File: src/rtl/friscv_memfy_loadwb.sv
// Load write-back stage: tracks in-order load descriptors, formats each read
// response and issues one registered register-file write (or an error pulse).
module friscv_memfy_loadwb #(
    parameter int XLEN  = 32,
    parameter int DEPTH = 4
) (
    input  logic              aclk,
    input  logic              srst,
    input  logic              req_valid,
    output logic              req_ready,
    input  logic [4:0]        req_rd_addr,
    input  logic [2:0]        req_funct3,
    input  logic [1:0]        req_offset,
    input  logic              rsp_valid,
    output logic              rsp_ready,
    input  logic [XLEN-1:0]   rsp_data,
    input  logic [1:0]        rsp_resp,
    output logic              memfy_rd_wr,
    output logic [4:0]        memfy_rd_addr,
    output logic [XLEN-1:0]   memfy_rd_val,
    output logic [XLEN/8-1:0] memfy_rd_strb,
    output logic [31:0]       pending_mask,
    output logic              load_err
);

    localparam int AW = $clog2(DEPTH);

    logic [AW-1:0] wr_ptr_reg;
    logic [AW-1:0] rd_ptr_reg;
    logic [AW:0]   count_reg;

    logic [4:0] rd_mem  [DEPTH];
    logic [2:0] f3_mem  [DEPTH];
    logic [1:0] off_mem [DEPTH];

    logic push;
    logic pop;

    assign req_ready = (count_reg != (AW+1)'(DEPTH));
    assign rsp_ready = (count_reg != '0);
    assign push      = req_valid && req_ready;
    assign pop       = rsp_valid && rsp_ready;

    always_ff @(posedge aclk) begin
        if (srst) begin
            wr_ptr_reg <= '0;
            rd_ptr_reg <= '0;
            count_reg  <= '0;
        end else begin
            if (push)
                wr_ptr_reg <= wr_ptr_reg + 1'b1;
            if (pop)
                rd_ptr_reg <= rd_ptr_reg + 1'b1;
            if (push && !pop)
                count_reg <= count_reg + 1'b1;
            else if (pop && !push)
                count_reg <= count_reg - 1'b1;
        end
    end

    // Entry contents need no reset: occupancy is derived from pointers and count.
    always_ff @(posedge aclk) begin
        if (push) begin
            rd_mem[wr_ptr_reg]  <= req_rd_addr;
            f3_mem[wr_ptr_reg]  <= req_funct3;
            off_mem[wr_ptr_reg] <= req_offset;
        end
    end

    logic [4:0]      head_rd;
    logic [2:0]      head_f3;
    logic [1:0]      head_off;
    logic [7:0]      byte_sel;
    logic [15:0]     half_sel;
    logic [XLEN-1:0] fmt_val;
    logic            fmt_err;
    logic            wr_next;
    logic            err_next;

    assign head_rd  = rd_mem[rd_ptr_reg];
    assign head_f3  = f3_mem[rd_ptr_reg];
    assign head_off = off_mem[rd_ptr_reg];
    assign byte_sel = 8'(rsp_data >> {head_off, 3'b000});
    assign half_sel = 16'(rsp_data >> {head_off[1], 4'b0000});

    always_comb begin
        fmt_val = rsp_data;
        fmt_err = (rsp_resp != 2'b00);
        case (head_f3)
            3'b000: fmt_val = {{(XLEN-8){byte_sel[7]}}, byte_sel};
            3'b100: fmt_val = {{(XLEN-8){1'b0}}, byte_sel};
            3'b001: begin
                fmt_val = {{(XLEN-16){half_sel[15]}}, half_sel};
                fmt_err = fmt_err || head_off[0];
            end
            3'b101: begin
                fmt_val = {{(XLEN-16){1'b0}}, half_sel};
                fmt_err = fmt_err || head_off[0];
            end
            3'b010: fmt_err = fmt_err || (head_off != 2'b00);
            default: fmt_err = 1'b1;
        endcase
    end

    // Loads to x0 are retired silently: neither a write nor an error.
    assign wr_next  = pop && !fmt_err && (head_rd != 5'd0);
    assign err_next = pop &&  fmt_err && (head_rd != 5'd0);

    always_ff @(posedge aclk) begin
        if (srst) begin
            memfy_rd_wr   <= 1'b0;
            memfy_rd_addr <= '0;
            memfy_rd_val  <= '0;
            memfy_rd_strb <= '0;
            load_err      <= 1'b0;
        end else begin
            memfy_rd_wr   <= wr_next;
            memfy_rd_strb <= wr_next ? '1 : '0;
            load_err      <= err_next;
            if (pop) begin
                memfy_rd_addr <= head_rd;
                memfy_rd_val  <= fmt_val;
            end
        end
    end

    logic [DEPTH-1:0] occupied;

    generate
        for (genvar gi = 0; gi < DEPTH; gi++) begin : g_occ
            logic [AW-1:0] rel;
            assign rel          = AW'(gi) - rd_ptr_reg;
            assign occupied[gi] = ({1'b0, rel} < count_reg);
        end
    endgenerate

    always_comb begin
        pending_mask = '0;
        for (int e = 0; e < DEPTH; e++)
            if (occupied[e])
                pending_mask[rd_mem[e]] = 1'b1;
        if (memfy_rd_wr)
            pending_mask[memfy_rd_addr] = 1'b1;
        pending_mask[0] = 1'b0;
    end

endmodule

File: config.mk
export PLATFORM = sky130hd
export DESIGN_NAME = friscv_memfy_loadwb
export DESIGN_NICKNAME = d
export VERILOG_FILES = /design/src/rtl/friscv_memfy_loadwb.sv
export SDC_FILE = /design/constraint.sdc
export NUM_CORES = 1
export LEC_CHECK = 0
export CORE_UTILIZATION = 50
export DETAILED_ROUTE_END_ITERATION = 10
export GPL_ROUTABILITY_DRIVEN = 0
export PLACE_DENSITY = 0.87
export SYNTH_ARGS = -nofsm -noshare
export SYNTH_HDL_FRONTEND = slang
export SYNTH_SLANG_ARGS = --single-unit
File: constraint.sdc
create_clock -name aclk -period 3.05 [get_ports aclk]
set_clock_uncertainty 0.1 [all_clocks]
set_input_delay 0.4575 -clock aclk [delete_from_list [all_inputs] [get_ports aclk]]
set_output_delay 0.4575 -clock aclk [all_outputs]
set_load 0.02 [all_outputs]
==> flow_summary_export.csv <==
group,metric,value,unit
run_status,status,"finished with violations",
run_status,violations,"negative setup slack",
final_layout,utilization,0.698,
cts,h-tree-depth,3,
timing,timing.hold.ws,0.404,ns
timing,layout_min_cycle_time,3.07,ns
min_path,hp-class,"reg -> reg",
routing,drt.antenna.violating_nets,0,
critical_path,start_kind,"register",
critical_path,required,2.49,ns
grt,grt_max_degree,47,
die,rows,36,
final_layout,syn_to_final_growth,34.2,%
critical_path,cpMaxStageDelayCell,"or4_1",
die,die-area,10700,um2
cts,clk_latency,0.36,ns
routing,wl_per_cell,21.0,um
final_layout,diodes,0,
placement,portBuffers,123,
timing,finalCritPeriodShare,1.01,
final_layout,reg_top3,"memfy_rd_val x32, rd_mem x20, f3_mem x12",
routing,via_per_inst,6.65,
cts,cts_root_buf,"clkbuf_8",
cts,cts_sinks,88,
timing,drv_slew,0,
yosys,yosys_most_used_dff,"dfxtp_1",
critical_path,criticalPathCategory,"reg -> out",
routing,detail_route.first_pass.iterations,10,
final_layout,nets,747,
critical_path,crit_arrival,2.51,ns
yosys,synthArstFlopShare,0,
grt,top_usage_layer,"met2",
cts,cts_buffer_depth,2,
power_and_ir_drop,power.leakage,2.52,nW
timing,finalHoldViolCount,0,
timing,setup_ws,-0.0188,ns
critical_path,worst_path_dominant_cell_family,"buffers and inverters",
grt,gr-usage-met3,0.103,
grt,grt_pass1_wl,25.7,mm
power_and_ir_drop,total_power,6.06,mW
placement,hpwl,11.4,mm
die,initial_core_util,0.520,
grt,gr-total-overflow,0,
grt,grt_usage,0.321,
yosys,syn_inst,566,
timing,finalSetupViolations,1,
final_layout,top_register,"memfy_rd_val",
power_and_ir_drop,power_density,880,nW/um2
die,dieHeight,103,um
yosys,yosys_warnings,0,
critical_path,crit_top_cell,"buf_6",
power_and_ir_drop,vdd_drop_max,499,uV
cts,holdBufCountCts,0,
critical_path,critPathCaptureType,"output pin",
cts,cts_tree,"built",
run,drv_cap,0,
yosys,ys_ff_latch,88,
die,pin_count,125,
grt,antenna_found_initial,0,
final_layout,final_common_cell,"clkdlybuf4s50_1",
timing,tns,-0.0188,ns
critical_path,max_stage_delay,0.55,ns
yosys,syn-num-nets,624,
routing,vias,5500,
timing,clock.fmax,326,MHz
critical_path,critPathBufInv,4,
yosys,yosysUniqueCellTypes,54,
die,core,9860,um2
final_layout,largest_reg_flops,32,
routing,dr.first_iter.drc_count,814,
timing,slew-limit-headroom,0.483,
yosys,synth_edf_count,40,
grt,use_met1,0.404,
routing,drc,0,
die,die_x,103,um
final_layout,final_cell_mix,"clkdlybuf4s50_1 (92), nor2_1 (77), dfxtp_1 (46), o22ai_1 (42), edfxtp_1 (40)",
critical_path,crit_fanout,6,
cts,clk_pin_slew_worst_paths,0.08,ns
cts,cts_buffers,9,
final_layout,drive_above_1_share,0.179,
timing,tightest_slew,0.774,ns
yosys,syn_area_per_cell,9.06,um2
yosys,syn_area,5130,um2
routing,wl,17.4,mm
placement,dp_worst_setup_slack,-0.105,ns
grt,use_met2,0.499,
grt,grt_pass1_vias,5023,
yosys,yosysSeqAreaShare,0.422,
timing,rsz0062_at_grt,"true",
critical_path,cp_cell_sequence,"xnor2_2, buf_4, ha_4, a21oi_4, o21ai_2, buf_6, buf_12, nor4_2, or4_1, buf_6",
-- report_power, final --
part,switching [mW],internal [mW]
combinational,1.97,1.48
clock,0.392,0.473
sequential,0.239,1.50
total,2.60,3.46
-- synthesized netlist by cell type (6+ instances only) --
library cell / number / share of area
nor4_1: 13 / 0.016
nor2_1: 77 / 0.056
nand2_1: 29 / 0.021
inv_1: 11 / 0.0081
edfxtp_1: 40 / 0.23
ha_1: 9 / 0.022
nand3_1: 8 / 0.0078
nand3b_1: 10 / 0.015
o32ai_1: 6 / 0.010
nor3_1: 29 / 0.028
nand2b_1: 9 / 0.011
mux2i_1: 12 / 0.023
or4_1: 12 / 0.018
a21oi_1: 27 / 0.026
a221oi_1: 7 / 0.012
a211oi_1: 30 / 0.044
o22ai_1: 42 / 0.051
a22oi_1: 8 / 0.012
or3_1: 24 / 0.029
dfxtp_1: 48 / 0.19
clkbuf_1: 34 / 0.025
mux4_2: 10 / 0.044
buf_4: 6 / 0.0088
-- worst min-delay path: cells and delay by family, from the launching register on --
| family | cells | cell delay, ns |
|---|---|---|
| compound gates | 1 | 0.05 |
| flops | 1 | 0.32 |
| simple gates | 1 | 0.09 |
-- path summary, 6_finish.rpt --
check                                startpoint               to  slack (ns)  cells after the start
worst min-delay path            memfy_rd_val[5]  memfy_rd_val[5]        0.40                      2
worst max register to register     count_reg[2]     count_reg[2]        0.26                     10
worst max-delay path              rd_ptr_reg[1]  pending_mask[2]       -0.02                     10
worst min register to register  memfy_rd_val[5]  memfy_rd_val[5]        0.40                      2
-- stage by stage --
| step | std cells | area (um2) |
|---|---|---|
| 2_1_floorplan | 566 | 5130 |
| 3_3_place_gp | 795 | 6490 |
| 3_5_place_dp | 795 | 6490 |
| 4_1_cts | 817 | 6750 |
| 5_1_grt | 827 | 6880 |
| 6_report | 827 | 6880 |
-- kinds of logic (layout without fill, tap and decap cells) --
family	after synthesis	after routing	synth area share
buf+inv	63	191	0.0534
fa+ha+maj	10	10	0.0259
xor+xnor	6	6	0.0103
other cells	1	1	0.000732
simple gates	234	234	0.235
compound gates	141	141	0.183
flops	88	88	0.422
mux	23	23	0.0696
-- final cells by class --
type,instances,area (um2)
Fill cell,702,2980
Tap cell,133,166
Timing Repair Buffer,163,1470
Clock buffer,14,184
Clock inverter,2,35.0
Multi-Input combinational cell,415,2820
Inverter,12,45.0
Sequential cell,88,2160
-- routing by layer --
metal | vias up | share of wire
li1 | 2398 | -
met1 | 2512 | 0.37
met2 | 440 | 0.46
met3 | 150 | 0.11
met4 | 0 | 0.060
met5 | - | 0
-- timing repair --
action | CTS | global route
buffers inserted | 6 | 9
pin swaps | 4 | 9
gates resized for setup | 105 | 51
hold endpoints to repair | 0 | 0
setup endpoints to repair | 31 | 29
gates cloned | 0 | 1
Power figures use the tool's default switching activity.
